$ cat src/rtl/mmio_gpio_hub.sv
// mmio_gpio_hub: memory-mapped GPIO block with NUM_PORTS channels of WIDTH bits.
// Each channel has four word registers at BASE+4k: OUT, IN, EDGE (W1C) and MASK.
// Edge capture, MASK and irq exist only when MMIO_GPIO_IRQ_EN is defined.
// Without that macro, EDGE and MASK read as 0 and irq is tied low.
module mmio_gpio_hub #(
    parameter logic [15:0] BASE      = 16'hC000,
    parameter int unsigned NUM_PORTS = 2,
    parameter int unsigned WIDTH     = 10
) (
    input  logic                         clk,
    input  logic                         rst_n,
    input  logic [15:0]                  addr,
    input  logic                         we,
    input  logic                         re,
    input  logic [15:0]                  wdata,
    output logic [15:0]                  rdata,
    output logic                         rvalid,
    input  logic [NUM_PORTS*WIDTH-1:0]   gpio_in,
    output logic [NUM_PORTS*WIDTH-1:0]   gpio_out,
    output logic                         irq
);

    localparam int unsigned NB = NUM_PORTS * WIDTH;

    logic [15:0]          w_off;
    logic                 w_hit;
    logic [NUM_PORTS-1:0] w_chsel;
    logic [15:0]          w_rd_mux;
    logic                 w_unused_bits;

    logic [NB-1:0]        r_out;
    logic [NB-1:0]        r_sync1;
    logic [NB-1:0]        r_sync2;
    logic [15:0]          r_rdata;
    logic                 r_rvalid;

`ifdef MMIO_GPIO_IRQ_EN
    logic [NB-1:0]        r_sync3;
    logic [NB-1:0]        r_edge;
    logic [NB-1:0]        r_mask;
    logic                 r_irq;
    logic [NB-1:0]        w_rise;
    logic [NB-1:0]        w_clr;
`endif

    // Offset from BASE; wraps for addresses below BASE, so one compare covers both sides.
    assign w_off = addr - BASE;
    assign w_hit = ({16'd0, w_off} < (4 * NUM_PORTS));

    assign w_unused_bits = &{1'b0, wdata};

    // One-hot channel select for a hitting address.
    always_comb begin
        w_chsel = '0;
        for (int unsigned k = 0; k < NUM_PORTS; k++) begin
            w_chsel[k] = w_hit && (w_off[15:2] == 14'(k));
        end
    end

    // Read data multiplexer, zero-extended to 16 bits; sampled before any same-cycle write lands.
    always_comb begin
        w_rd_mux = '0;
        for (int unsigned k = 0; k < NUM_PORTS; k++) begin
            if (w_chsel[k]) begin
                case (w_off[1:0])
                    2'd0: w_rd_mux[WIDTH-1:0] = r_out[k*WIDTH +: WIDTH];
                    2'd1: w_rd_mux[WIDTH-1:0] = r_sync2[k*WIDTH +: WIDTH];
`ifdef MMIO_GPIO_IRQ_EN
                    2'd2: w_rd_mux[WIDTH-1:0] = r_edge[k*WIDTH +: WIDTH];
                    2'd3: w_rd_mux[WIDTH-1:0] = r_mask[k*WIDTH +: WIDTH];
`endif
                    default: ;
                endcase
            end
        end
    end

    // OUT registers: CPU writes drive the LEDs on the following cycle.
    always_ff @(posedge clk or negedge rst_n) begin
        if (!rst_n) begin
            r_out <= '0;
        end else begin
            for (int unsigned k = 0; k < NUM_PORTS; k++) begin
                if (we && w_chsel[k] && (w_off[1:0] == 2'd0))
                    r_out[k*WIDTH +: WIDTH] <= wdata[WIDTH-1:0];
            end
        end
    end

    // Two-flop synchroniser for the asynchronous switch inputs.
    always_ff @(posedge clk or negedge rst_n) begin
        if (!rst_n) begin
            r_sync1 <= '0;
            r_sync2 <= '0;
        end else begin
            r_sync1 <= gpio_in;
            r_sync2 <= r_sync1;
        end
    end

    // Registered read response: one-cycle rvalid pulse, rdata zero when not valid.
    always_ff @(posedge clk or negedge rst_n) begin
        if (!rst_n) begin
            r_rvalid <= 1'b0;
            r_rdata  <= '0;
        end else begin
            r_rvalid <= re && w_hit;
            r_rdata  <= (re && w_hit) ? w_rd_mux : '0;
        end
    end

`ifdef MMIO_GPIO_IRQ_EN
    assign w_rise = r_sync2 & ~r_sync3;

    // W1C clear vector for EDGE writes.
    always_comb begin
        w_clr = '0;
        for (int unsigned k = 0; k < NUM_PORTS; k++) begin
            if (we && w_chsel[k] && (w_off[1:0] == 2'd2))
                w_clr[k*WIDTH +: WIDTH] = wdata[WIDTH-1:0];
        end
    end

    // Edge capture: a new rising edge wins over a same-cycle W1C clear.
    always_ff @(posedge clk or negedge rst_n) begin
        if (!rst_n) begin
            r_sync3 <= '0;
            r_edge  <= '0;
        end else begin
            r_sync3 <= r_sync2;
            r_edge  <= (r_edge & ~w_clr) | w_rise;
        end
    end

    // MASK registers, plain read/write.
    always_ff @(posedge clk or negedge rst_n) begin
        if (!rst_n) begin
            r_mask <= '0;
        end else begin
            for (int unsigned k = 0; k < NUM_PORTS; k++) begin
                if (we && w_chsel[k] && (w_off[1:0] == 2'd3))
                    r_mask[k*WIDTH +: WIDTH] <= wdata[WIDTH-1:0];
            end
        end
    end

    // Level interrupt, registered one cycle behind the EDGE/MASK state.
    always_ff @(posedge clk or negedge rst_n) begin
        if (!rst_n) r_irq <= 1'b0;
        else        r_irq <= |(r_edge & r_mask);
    end

    assign irq = r_irq;
`else
    assign irq = 1'b0;
`endif

    assign gpio_out = r_out;
    assign rdata    = r_rdata;
    assign rvalid   = r_rvalid;

endmodule

$ cat config.mk
export PLATFORM = sky130hd
export DESIGN_NAME = mmio_gpio_hub
export DESIGN_NICKNAME = d
export VERILOG_FILES = /design/src/rtl/mmio_gpio_hub.sv
export SDC_FILE = /design/constraint.sdc
export NUM_CORES = 1
export LEC_CHECK = 0
export CAP_MARGIN = 20
export CORE_MARGIN = 2
export CORE_UTILIZATION = 44
export DETAILED_ROUTE_END_ITERATION = 8
export GPL_ROUTABILITY_DRIVEN = 0
export HOLD_SLACK_MARGIN = 0.12
export PLACE_DENSITY = 0.84
export REMOVE_ABC_BUFFERS = 1
export SLEW_MARGIN = 20
export SYNTH_ARGS = -nofsm -noshare
export SYNTH_HDL_FRONTEND = slang
export SYNTH_SLANG_ARGS = --single-unit
$ cat constraint.sdc
create_clock -name clk -period 1.33 [get_ports clk]
set_clock_uncertainty 0.1 [all_clocks]
set_input_delay 0.1995 -clock clk [delete_from_list [all_inputs] [get_ports clk]]
set_output_delay 0.1995 -clock clk [all_outputs]
set_load 0.05 [all_outputs]
After elaboration in Yosys (flattened, before gate mapping)
Index checks and enable logic that the tools add are counted.
{ "totals": {"register_bits": 71, "input_bits": 56} }
{ "op_classes": {"reduce_logical": 9, "addsub": 1, "order_cmp": 1, "mux": 5, "eq_ne": 2} }
{ "op_table": {"columns": ["op", "n"], "rows": [
  ["$pmux W10 S2", 2],
  ["$mux W10", 3],
  ["$lt A16 B4 Y1 const B", 1],
  ["$sub A16 B16 Y16 const B", 1],
  ["$eq A14 B1 Y1 const B", 1],
  ["$logic_not A14 Y1", 1],
  ["$logic_and A1 B1 Y1", 7],
  ["$eq A2 B1 Y1 const B", 1],
  ["$logic_not A2 Y1", 1]
]} }

Depth between registers and ports, before layout
{ "logic_depth": {"depth_word": 7, "ltp_mapped": 5} }

Least setup slack after synthesis
OpenSTA, ideal clock, no wires.
{ "synth_path": {"path_kind": "input to register", "startpoint": "input port addr[9]", "endpoint": "register r_out[10] (netlist: gpio_out[10])", "t_arrival_ps": 1581, "t_required_ps": 1105, "setup_time_ps": 125, "path_slack_ps": -475, "stages": 4, "cell_sequence": "nor4_1 -> nand4_1 -> nor4_4 -> mux2_2"} }
{ "synth_via": {"elab_chain_len": 5} }
{ "synth_rtl": {"columns": ["element", "line_no", "rtl"], "rows": [
  ["start: declaration", "12", "input logic [15:0] addr,"],
  ["$sub A16 B16 Y16 *", "47", "assign w_off = addr - BASE;"],
  ["$lt A16 B4 Y1 / $eq A14 B1 Y1 (equally long branches)", "48, 56", null],
  ["$logic_and A1 B1 Y1 *", "56", "w_chsel[k] = w_hit && (w_off[15:2] == 14'(k));"],
  ["$logic_and A1 B1 Y1 * (2 in series)", "84", "if (we && w_chsel[k] && (w_off[1:0] == 2'd0))"],
  ["end signal: indexed assignment", "85", "r_out[k*WIDTH +: WIDTH] <= wdata[WIDTH-1:0];"],
  ["end: declaration", "31", "logic [NB-1:0] r_out;"]
]} }
Every way passes the cells marked *; elsewhere a longest branch is shown, timed or not.
A chain may end at the register's enable or synchronous reset.

Worst setup path after layout
{ "layout_path": {"startpoint": "input port addr[2]", "endpoint": "register r_out[2] (netlist: gpio_out[2])"} }
{ "layout_via": {"elab_chain_len": 5} }
{ "layout_rtl": {"columns": ["element", "line_no"], "rows": [
  ["$sub A16 B16 Y16 *", "47"],
  ["$lt A16 B4 Y1 / $logic_not A14 Y1 (equally long branches)", "48, 56"],
  ["$logic_and A1 B1 Y1 *", "56"],
  ["$logic_and A1 B1 Y1 * (2 in series)", "84"]
]} }
Marked as above.

==> report_table.html <==
<table>
<tr><th>Metric</th><th>Value</th></tr>
<tr><th colspan="2">Yosys</th></tr>
<tr><td>Post-synth EDFFs</td><td>0</td></tr>
<tr><td>Post-synthesis async set-or-reset flop share</td><td>100%</td></tr>
<tr><td>Count of synthesis-stage warnings from yosys</td><td>0</td></tr>
<tr><td>Synth area leaders</td><td>sky130_fd_sc_hd__dfrtp_1 (69%), sky130_fd_sc_hd__mux2_2 (13%), sky130_fd_sc_hd__mux2i_1 (3.9%)</td></tr>
<tr><td>Post-synth top area cell</td><td>sky130_fd_sc_hd__dfrtp_1</td></tr>
<tr><td>Synth Area in Simple Gates</td><td>6.88%</td></tr>
<tr><td>Top cell type's share of synthesized area</td><td>69.3%</td></tr>
<tr><td>Post-synthesis mux area share</td><td>17.1%</td></tr>
<tr><td>Post-synthesis instance area</td><td>2560 um^2</td></tr>
<tr><td>Compound-cell area share of the yosys netlist</td><td>3.42%</td></tr>
<tr><td>Primary FF master, synth</td><td>sky130_fd_sc_hd__dfrtp_1</td></tr>
<tr><td>Post-synthesis register bit count</td><td>71</td></tr>
<tr><td>Parity-gate share of the synthesized area counting xor and xnor cells</td><td>0%</td></tr>
<tr><td>Number of instances in the synthesized netlist</td><td>163</td></tr>
<tr><td>Cell variety after synth</td><td>24</td></tr>
<tr><td>Largest family of logic cells by synthesized area</td><td>multiplexers</td></tr>
<tr><td>Share of the yosys chip area belonging to registers</td><td>69.3%</td></tr>
<tr><td>Post-synthesis share of cell area spent on full adders, half adders and majority gates</td><td>0%</td></tr>
<tr><td>Post-Syn Area per Cell</td><td>15.7 um^2</td></tr>
<tr><th colspan="2">Clock network</th></tr>
<tr><td>Cts bufs inserted</td><td>9</td></tr>
<tr><td>Htree depth</td><td>3</td></tr>
<tr><td>Sinks on the clock net</td><td>71</td></tr>
<tr><td>Clock tree from TritonCTS</td><td>built</td></tr>
<tr><td>Root Driver</td><td>sky130_fd_sc_hd__clkbuf_8</td></tr>
<tr><td>Maximum count of clock buffers along a single path</td><td>2</td></tr>
<tr><td>Source-to-sink clock delay at the later pin of the worst-skew pair</td><td>0.33 ns</td></tr>
<tr><td>Worst-path clk slew</td><td>0.07 ns</td></tr>
<tr><th colspan="2">Critical path</th></tr>
<tr><td>Classification of the worst setup path</td><td>input pin to flip-flop</td></tr>
<tr><td>Required time of the worst setup path</td><td>1.44 ns</td></tr>
<tr><td>Critical Path AT</td><td>1.67 ns</td></tr>
<tr><td>Startpoint Class</td><td>input pin</td></tr>
<tr><td>Worst Setup End Kind</td><td>flip-flop</td></tr>
<tr><td>Crit path max fanout</td><td>6</td></tr>
<tr><th colspan="2">Floorplan</th></tr>
<tr><td>Core region area</td><td>5570 um^2</td></tr>
<tr><td>Number of top-level pins</td><td>94</td></tr>
<tr><td>Cell row count</td><td>27</td></tr>
<tr><td>Chip Height</td><td>80.3 um</td></tr>
<tr><td>Area of the die</td><td>6450 um^2</td></tr>
<tr><td>Starting utilization of the core area</td><td>46.0%</td></tr>
<tr><td>Width of the die</td><td>80.3 um</td></tr>
<tr><th colspan="2">STA</th></tr>
<tr><td>Final Hold Vio Count</td><td>0</td></tr>
<tr><td>Setup violation total in the final timing report</td><td>30</td></tr>
<tr><td>Period utilisation layout</td><td>117%</td></tr>
<tr><td>Final Max Slew Viols</td><td>0</td></tr>
<tr><td>FMAX</td><td>0.643 GHz</td></tr>
<tr><td>Total negative setup slack</td><td>-4.43 ns</td></tr>
<tr><td>Unrepaired setup endpoints after global routing</td><td>yes</td></tr>
<tr><td>Time the worst path needs with I/O delays and setup</td><td>1.56 ns</td></tr>
<tr><td>Setup slack of the critical path after layout</td><td>-0.225 ns</td></tr>
<tr><td>Final hold slack</td><td>0.200 ns</td></tr>
<tr><th colspan="2">Power</th></tr>
<tr><td>Final total power</td><td>4.93 mW</td></tr>
<tr><td>Worst IR drop on VDD</td><td>0.000887 V</td></tr>
<tr><td>Total power per unit cell area</td><td>1110 nW/um^2</td></tr>
<tr><td>Leakage power summed over all cells</td><td>1.99 nW</td></tr>
<tr><th colspan="2">Worst hold path</th></tr>
<tr><td>HP Class</td><td>input pin to flip-flop</td></tr>
<tr><th colspan="2">Outcome</th></tr>
<tr><td>Violations in the final reports</td><td>setup timing</td></tr>
<tr><td>Outcome</td><td>complete, but fails checks</td></tr>
<tr><th colspan="2">Place</th></tr>
<tr><td>Total cell area at the placement stage</td><td>3880 um^2</td></tr>
<tr><td>Number of buffer cells added on primary ports</td><td>80</td></tr>
<tr><td>Minimum setup slack after placement</td><td>-0.925 ns</td></tr>
<tr><td>HPWL reported at the end of detailed placement</td><td>4270 um</td></tr>
<tr><td>Instance count after placement with tap cells included</td><td>328</td></tr>
<tr><th colspan="2">Global routing</th></tr>
<tr><td>Wire length of the first global-routing pass</td><td>10500 um</td></tr>
<tr><td>Maximum number of pins on one net before global-route repair</td><td>72</td></tr>
<tr><td>Aggregate global-route resource usage</td><td>23.1%</td></tr>
<tr><td>Sum of overflow across all layers after global routing</td><td>0</td></tr>
<tr><td>Number of antenna violations at the first check in global routing</td><td>1</td></tr>
<tr><td>Vias in the first global route</td><td>2022</td></tr>
<tr><th colspan="2">Route</th></tr>
<tr><td>First-pass iteration count of the detailed router</td><td>4</td></tr>
<tr><td>Remaining number of nets flagged by the antenna check after routing</td><td>0</td></tr>
<tr><td>Post-detailed-route via-to-cell ratio</td><td>5.18</td></tr>
<tr><td>Iteration-0 DRC count of the detailed router</td><td>66</td></tr>
<tr><td>Total wire length</td><td>7270 um</td></tr>
<tr><td>Detailed-route DRC error count</td><td>0</td></tr>
<tr><td>Detailed-route wire length per cell</td><td>20.9 um</td></tr>
<tr><td>Vias after detailed routing</td><td>1802</td></tr>
<tr><th colspan="2">Finish</th></tr>
<tr><td>Ratio of cells with drive above 1 in the final layout</td><td>48.0%</td></tr>
<tr><td>P&amp;R area growth vs syn</td><td>72.6%</td></tr>
<tr><td>Final-stage net count</td><td>326</td></tr>
<tr><td>Most common cell after layout, fill and taps aside</td><td>sky130_fd_sc_hd__dfrtp_1</td></tr>
<tr><td>Number of non-filler instances in the completed layout</td><td>348</td></tr>
<tr><td>Highest-count cells in the layout ignoring fill and taps</td><td>sky130_fd_sc_hd__dfrtp_1 (71), sky130_fd_sc_hd__buf_12 (33), sky130_fd_sc_hd__clkdlybuf4s50_1 (31), sky130_fd_sc_hd__mux2_4 (20), sky130_fd_sc_hd__clkbuf_8 (11)</td></tr>
<tr><td>Utilization of the core after routing</td><td>79.4%</td></tr>
<tr><td>Post-Layout Inst Area</td><td>4430 um^2</td></tr>
<tr><th colspan="2">Flow run</th></tr>
<tr><td>Number of maximum-capacitance violations</td><td>0</td></tr>
</table>
## report_power, final
| part | leakage, nW | internal (mW) | total [mW] | switching, mW |
|---|---|---|---|---|
| clock | 0.136 | 1.54 | 2.33 | 0.787 |
| sequential | 0.899 | 2.22 | 2.24 | 0.0191 |
| combinational | 0.951 | 0.182 | 0.363 | 0.181 |
| total | 1.99 | 3.94 | 4.93 | 0.987 |
## timing repair
item / in CTS / in global routing
resized for setup: 88 / 17
setup endpoints to repair: 31 / 30
buffers inserted: 1 / 1
endpoints found under the hold margin: 71 / 0
hold buffers: 1 / 0
gates cloned: 0 / 1
pin swaps: 9 / 6
## registers in the layout, indices dropped and copies added, names as in the netlist
register and count:
gpio_out 20, r_sync1 20, r_sync2 20, rdata 10
rvalid 1
## synthesized netlist by cell type, types with 2 or more instances
library cell,n
sky130_fd_sc_hd__a221oi_1,10
sky130_fd_sc_hd__and3b_1,2
sky130_fd_sc_hd__clkbuf_1,2
sky130_fd_sc_hd__buf_4,7
sky130_fd_sc_hd__mux2i_1,10
sky130_fd_sc_hd__nor4_1,2
sky130_fd_sc_hd__nand2_1,12
sky130_fd_sc_hd__dfrtp_1,71
sky130_fd_sc_hd__mux2_2,30
sky130_fd_sc_hd__and4_1,2
sky130_fd_sc_hd__buf_2,2
## worst max-delay path, stage by stage
cell,delay [ns]
sky130_fd_sc_hd__dlygate4sd2_1,0.26
sky130_fd_sc_hd__nor3_2,0.26
sky130_fd_sc_hd__and4_4,0.26
sky130_fd_sc_hd__and3b_2,0.22
sky130_fd_sc_hd__buf_8,0.15
sky130_fd_sc_hd__mux2_4,0.31
## cells by family (layout without fill, tap and decap cells)
logic type,count (synthesis),count (layout)
multiplexers,40,40
other,1,8
buffers and inverters,14,120
AO/OA/AOI/OAI,10,10
flip-flops,71,71
AND/OR/NAND/NOR,27,27
## metal layers
layer | global-route usage [%] | wire [um] | vias to the layer above
met3 | 7.53 | 561 | 22
met4 | 14.2 | 208 | 0
met5 | 0 | 0 | -
met2 | 37.7 | 3660 | 84
li1 | - | - | 789
met1 | 26.3 | 2840 | 907
## worst paths after layout
path	startpoint	cells past startpoint	endpoint	slack, ns
worst max-delay path	addr[2]	6	gpio_out[2]	-0.23
worst min-delay path	gpio_in[13]	1	r_sync1[13]	0.20
worst max register to register	gpio_out[9]	3	rdata[9]	0.19
worst min register to register	r_sync1[17]	0	r_sync2[17]	0.25
max in group asynchronous	rst_n	3	rdata[0]	0.52
min in group asynchronous	rst_n	3	r_sync2[14]	0.32
## layout make-up
| cell class | instances | area (um^2) |
|---|---|---|
| timing repair buffer | 102 | 1330 |
| tap | 72 | 90.1 |
| fill | 297 | 1150 |
| clock inverter | 5 | 128 |
| clock buffer | 11 | 151 |
| antenna | 1 | 2.50 |
| multi-input combinational | 84 | 940 |
| inverter | 2 | 7.51 |
| sequential | 71 | 1780 |
Note: power is estimated with default switching activity, not from simulation.
